`src/rtl/regfile_wb_if.sv`:
```
// regfile_wb_if: read, issue and ALU result signals between the pipeline and the register file
interface regfile_wb_if #(parameter int XLEN = 32);
  logic [4:0] rs1_addr;
  logic [4:0] rs2_addr;
  logic [XLEN-1:0] rs1_val;
  logic [XLEN-1:0] rs2_val;
  logic issue_valid;
  logic issue_writes;
  logic [4:0] issue_rd;
  logic issue_ready;
  logic alu_valid;
  logic [4:0] alu_rd;
  logic rd_write_control;
  logic [XLEN-1:0] rd_write_val;
  logic [31:0] pending;
  modport master (
    output rs1_addr, rs2_addr, issue_valid, issue_writes, issue_rd,
    output alu_valid, alu_rd, rd_write_control, rd_write_val,
    input rs1_val, rs2_val, issue_ready, pending
  );
  modport slave (
    input rs1_addr, rs2_addr, issue_valid, issue_writes, issue_rd,
    input alu_valid, alu_rd, rd_write_control, rd_write_val,
    output rs1_val, rs2_val, issue_ready, pending
  );
endinterface

```
`src/rtl/regfile_wb.sv`:
```
// regfile_wb: RV32I register file with a registered writeback slot, read bypass and RAW/WAW scoreboard
module regfile_wb #(parameter int XLEN = 32) (
  input logic CLK,
  input logic RST_N,
  regfile_wb_if.slave bus
);
  logic [XLEN-1:0] regs_q [1:31];
  logic wb_valid_q, wb_valid_d;
  logic [4:0] wb_rd_q, wb_rd_d;
  logic [XLEN-1:0] wb_val_q, wb_val_d;
  logic [31:0] pending_q, pending_d, set_mask, clr_mask;
  logic ready;
  assign bus.rs1_val = (bus.rs1_addr == 5'd0) ? '0 :
                       (wb_valid_q && wb_rd_q == bus.rs1_addr) ? wb_val_q : regs_q[bus.rs1_addr];
  assign bus.rs2_val = (bus.rs2_addr == 5'd0) ? '0 :
                       (wb_valid_q && wb_rd_q == bus.rs2_addr) ? wb_val_q : regs_q[bus.rs2_addr];
  // pending[0] is never set, so x0 can never stall issue
  assign ready = ~(pending_q[bus.rs1_addr] | pending_q[bus.rs2_addr] |
                   (bus.issue_writes & pending_q[bus.issue_rd]));
  assign bus.issue_ready = ready;
  assign bus.pending = pending_q;
  always_comb begin
    set_mask = (bus.issue_valid && ready && bus.issue_writes && bus.issue_rd != 5'd0) ?
               32'd1 << bus.issue_rd : '0;
    clr_mask = bus.alu_valid ? 32'd1 << bus.alu_rd : '0;
    pending_d = (pending_q & ~clr_mask) | set_mask;
    wb_valid_d = bus.alu_valid && bus.rd_write_control && bus.alu_rd != 5'd0;
    wb_rd_d = bus.alu_rd;
    wb_val_d = bus.rd_write_val;
  end
  always_ff @(posedge CLK) begin
    if (!RST_N) begin
      wb_valid_q <= 1'b0;
      wb_rd_q <= '0;
      wb_val_q <= '0;
      pending_q <= '0;
      for (int i = 1; i < 32; i++) regs_q[i] <= '0;
    end else begin
      wb_valid_q <= wb_valid_d;
      wb_rd_q <= wb_rd_d;
      wb_val_q <= wb_val_d;
      pending_q <= pending_d;
      if (wb_valid_q) regs_q[wb_rd_q] <= wb_val_q;
    end
  end
endmodule

```
`src/flat_wrapper.sv`:
```
// flat-port wrapper written by rule: the top's interface ports become plain ports
module regfile_wb_flat 
#(parameter int XLEN = 32)
  (CLK, RST_N, bus_rs1_addr, bus_rs2_addr, bus_issue_valid, bus_issue_writes, bus_issue_rd, bus_alu_valid, bus_alu_rd, bus_rd_write_control, bus_rd_write_val, bus_rs1_val, bus_rs2_val, bus_issue_ready, bus_pending);
  regfile_wb_if #(.XLEN(XLEN)) bus_i ();
  input logic CLK;
  input logic RST_N;
  input wire logic [$bits(bus_i.rs1_addr)-1:0] bus_rs1_addr;
  input wire logic [$bits(bus_i.rs2_addr)-1:0] bus_rs2_addr;
  input wire logic [$bits(bus_i.issue_valid)-1:0] bus_issue_valid;
  input wire logic [$bits(bus_i.issue_writes)-1:0] bus_issue_writes;
  input wire logic [$bits(bus_i.issue_rd)-1:0] bus_issue_rd;
  input wire logic [$bits(bus_i.alu_valid)-1:0] bus_alu_valid;
  input wire logic [$bits(bus_i.alu_rd)-1:0] bus_alu_rd;
  input wire logic [$bits(bus_i.rd_write_control)-1:0] bus_rd_write_control;
  input wire logic [$bits(bus_i.rd_write_val)-1:0] bus_rd_write_val;
  output wire logic [$bits(bus_i.rs1_val)-1:0] bus_rs1_val;
  output wire logic [$bits(bus_i.rs2_val)-1:0] bus_rs2_val;
  output wire logic [$bits(bus_i.issue_ready)-1:0] bus_issue_ready;
  output wire logic [$bits(bus_i.pending)-1:0] bus_pending;
  assign bus_i.rs1_addr = bus_rs1_addr;
  assign bus_i.rs2_addr = bus_rs2_addr;
  assign bus_i.issue_valid = bus_issue_valid;
  assign bus_i.issue_writes = bus_issue_writes;
  assign bus_i.issue_rd = bus_issue_rd;
  assign bus_i.alu_valid = bus_alu_valid;
  assign bus_i.alu_rd = bus_alu_rd;
  assign bus_i.rd_write_control = bus_rd_write_control;
  assign bus_i.rd_write_val = bus_rd_write_val;
  assign bus_rs1_val = bus_i.rs1_val;
  assign bus_rs2_val = bus_i.rs2_val;
  assign bus_issue_ready = bus_i.issue_ready;
  assign bus_pending = bus_i.pending;
  regfile_wb #(.XLEN(XLEN)) u_core (.CLK(CLK), .RST_N(RST_N), .bus(bus_i));
endmodule
```
`config.mk`:
```
export PLATFORM = sky130hd
export DESIGN_NAME = regfile_wb_flat
export DESIGN_NICKNAME = d
export VERILOG_FILES = /design/src/rtl/regfile_wb_if.sv /design/src/rtl/regfile_wb.sv /design/src/flat_wrapper.sv
export SDC_FILE = /design/constraint.sdc
export NUM_CORES = 2
export LEC_CHECK = 0
export CAP_MARGIN = 20
export CELL_PAD_IN_SITES_DETAIL_PLACEMENT = 0
export CELL_PAD_IN_SITES_GLOBAL_PLACEMENT = 1
export CORE_MARGIN = 3
export CORE_UTILIZATION = 30
export DETAILED_ROUTE_END_ITERATION = 10
export PLACE_DENSITY = 0.6
export SKIP_LAST_GASP = 1
export SYNTH_ARGS = -nofsm -noshare
export SYNTH_HDL_FRONTEND = slang
export SYNTH_SLANG_ARGS = --single-unit
```
`constraint.sdc`:
```
create_clock -name CLK -period 12.03 [get_ports CLK]
set_input_delay 2.406 -clock CLK [delete_from_list [all_inputs] [get_ports CLK]]
set_output_delay 2.406 -clock CLK [all_outputs]
set_load 0.03 [all_outputs]
```
==> impl_metrics.toml <==
[timing]
slew_viol_final = 0
tns_ns = 0
max_freq_mhz = 111.4
worst_slack_ns = 3.051
period_needed_ns = 8.979
rsz0062_at_grt = "false"
setup_viol = 0
slew_headroom = 0.2265
tightest_slew_ns = 1.158
hold_viol = 0
skew_ns = 0.02689
timing.final.crit_share = 0.7464

[placed_design]
dpl.cell_count = 6114
port_buffers = 154
gp_congestion = 0.7967
hpwl_um = 125400
place_ws_ns = 2.975

[logic_synthesis]
yosys.area.top_type = "edfxtp_1"
synthFlopType = "edfxtp_1"
syn_inst = 3728
synth_xor_area_frac = 0.001503
syn-num-nets = 3786
ys_seq_elements = 1094
synth_cell_types = 49
synth_compound_area_frac = 0.02381
synth.most_common_cell = "and2_1"
synthMuxAreaShare = 0.2662
synth_edf_count = 1024
yosys_warnings = 0
syn_avg_cell_area_um2 = 15.63
synth_top_area_share = 0.5277
syn_area_um2 = 58270
synthArstFlopShare = 0
synthAdderAreaFrac = 0
synthTopCellsByArea = "edfxtp_1 (53%), mux4_2 (25%), and2_1 (11%)"
synth-simple-area-share = 0.1278
synth_top_family_by_area = "multiplexers"
synth-seq-area-share = 0.5517
synth_common_cells = "and2_1 (1,029), edfxtp_1 (1,024), mux4_2 (639), clkbuf_1 (308), o21ai_0 (103)"

[floorplanning]
core_area_um2 = 192800
fp.dieW_um = 446.7
ios = 155
start_util = 0.3023
rows = 161
die_y_um = 446.7
dieArea_um2 = 199600

[grt]
grt_pass1_vias = 36520
antenna_found_initial = 28
grt_pass1_wl_um = 303500
grt_util_all_layers = 0.2183
grt_start_max_net_pins = 122
grt-ovfl-total = 0

[finish]
fillerInstances = 18160
syn2layout_area_growth_pct = 15.52
stdcell_count = 6366
layout-drive-gt1-share = 0.2710
finalNetCount = 3787

[critical_path]
arrival_ns = 6.57
path_max_fanout = 43
end_kind = "primary output"
start_kind = "input port"
worstSetupPathType = "input port to primary output"
cp_data_required_time_ns = 9.62

[clocking]
insertion_delay_ns = 0.79
cts.path.max_buffers = 3
clk_pin_slew_ns = 0.06
post_cts_resized = 0
h-tree-depth = 4
cts-hold-fix-buffers = 0
cts.sink_count = 1094
post_cts_buffers = 0
root_buffer = "clkbuf_16"
cts_tree = "done"
cts_buffers = 131

[route]
wirelength_um = 219600
wl_per_cell_um = 34.49
vias = 36180
drt-initial-drc-count = 4712
route.detailed.drc = 0
drt_first_pass_iters = 5
antenna_left = 0
viasPerCell = 5.683

[pwr]
powerDensity_nw_per_um2 = 136.5
p_leak_uw = 0.02365
max-vdd-ir-drop_mv = 0.08745

[flow_run]
maxCapViolCount = 0

[worst_hold_path]
hold_class = "flip-flop to flip-flop"

[run_status]
status = "complete, no violations"
flip-flops by register name, summed over array words and instances (netlist names):
name / count
u_core.wb_val_q: 32
u_core.wb_valid_q: 1
u_core.regs_q: 1024
u_core.wb_rd_q: 5
u_core.bus.pending: 32
final cells by class:
| cell class | instances | area, um2 | share of cell area |
|---|---|---|---|
| sequential | 1094 | 32150 | 0.4776 |
| multi-input combinational | 2223 | 25060 | 0.3723 |
| clock buffer | 183 | 3546 | 0.05268 |
| tap | 2526 | 3161 | 0.04695 |
| timing repair buffer | 277 | 2815 | 0.04182 |
| clock inverter | 55 | 554.3 | 0.008234 |
| antenna | 6 | 15.01 | 0.0002230 |
| inverter | 2 | 12.51 | 0.0001859 |
critical path, stage by stage:
cell	delay [ns]
clkdlybuf4s50_1	0.64
inv_6	0.79
buf_4	0.61
mux4_2	0.59
mux2i_1	0.37
nand2_1	0.18
o21ai_0	0.17
nor2_1	0.08
clkdlybuf4s50_1	0.63
worst paths after layout:
check / start / to / slack (ns) / depth (start not counted)
min: u_core.bus.pending[0] / u_core.bus.pending[0] / 0.57 / 2
max reg2reg: u_core.wb_rd_q[3] / u_core.regs_q[27][10] / 8.37 / 3
min reg2reg: u_core.bus.pending[0] / u_core.bus.pending[0] / 0.57 / 2
max: bus_rs1_addr[4] / bus_rs1_val[28] / 3.05 / 9
metrics by stage:
stage                     power (uW)  hold WS, ns  area (um2)    util
after detailed placement        5386       0.5448       62980  0.3267
after floorplan                 4965       0.4930       58270       -
after global placement          5381       0.5432       62870  0.3261
after global routing            9447       0.5820       67300  0.3491
final                           9187       0.5683       67310  0.3492
after CTS                       9244       0.5543       67080  0.3480
where the power goes:
| part | internal [uW] | leakage (uW) | switching (uW) |
|---|---|---|---|
| Sequential | 4250 | 0.0116 | 68.3 |
| Combinational | 394 | 0.0101 | 604 |
| Clock | 2170 | 0.00198 | 1700 |
| Total | 6810 | 0.0237 | 2370 |
layout by cell type, fill, tap and decap left out, drive strengths merged, types with 41 or more instances in the layout:
master / n
nor2: 78
mux4: 639
buf: 132
nand2: 51
clkdlybuf4s50: 144
clkinv: 41
dfxtp: 70
o21ai: 104
mux2i: 101
and2: 1029
edfxtp: 1024
clkbuf: 184
cell families (layout without fill, tap and decap cells):
logic type | after synthesis | after routing
AOI/OAI and AO/OA | 224 | 224
xor gates and xnor gates | 10 | 10
buffers and inverters | 411 | 517
DFF | 1094 | 1094
muxes | 750 | 750
other | 0 | 6
and+or+nand+nor | 1239 | 1239
layer usage:
metal / share of wire / track usage / up-vias
met2: 0.46 / 0.3419 / 1936
met5: 0 / 0 / -
met1: 0.42 / 0.3038 / 19410
met3: 0.091 / 0.04705 / 333
li1: - / - / 14500
met4: 0.029 / 0.06653 / 0
Note: power is estimated with default switching activity, not from simulation.
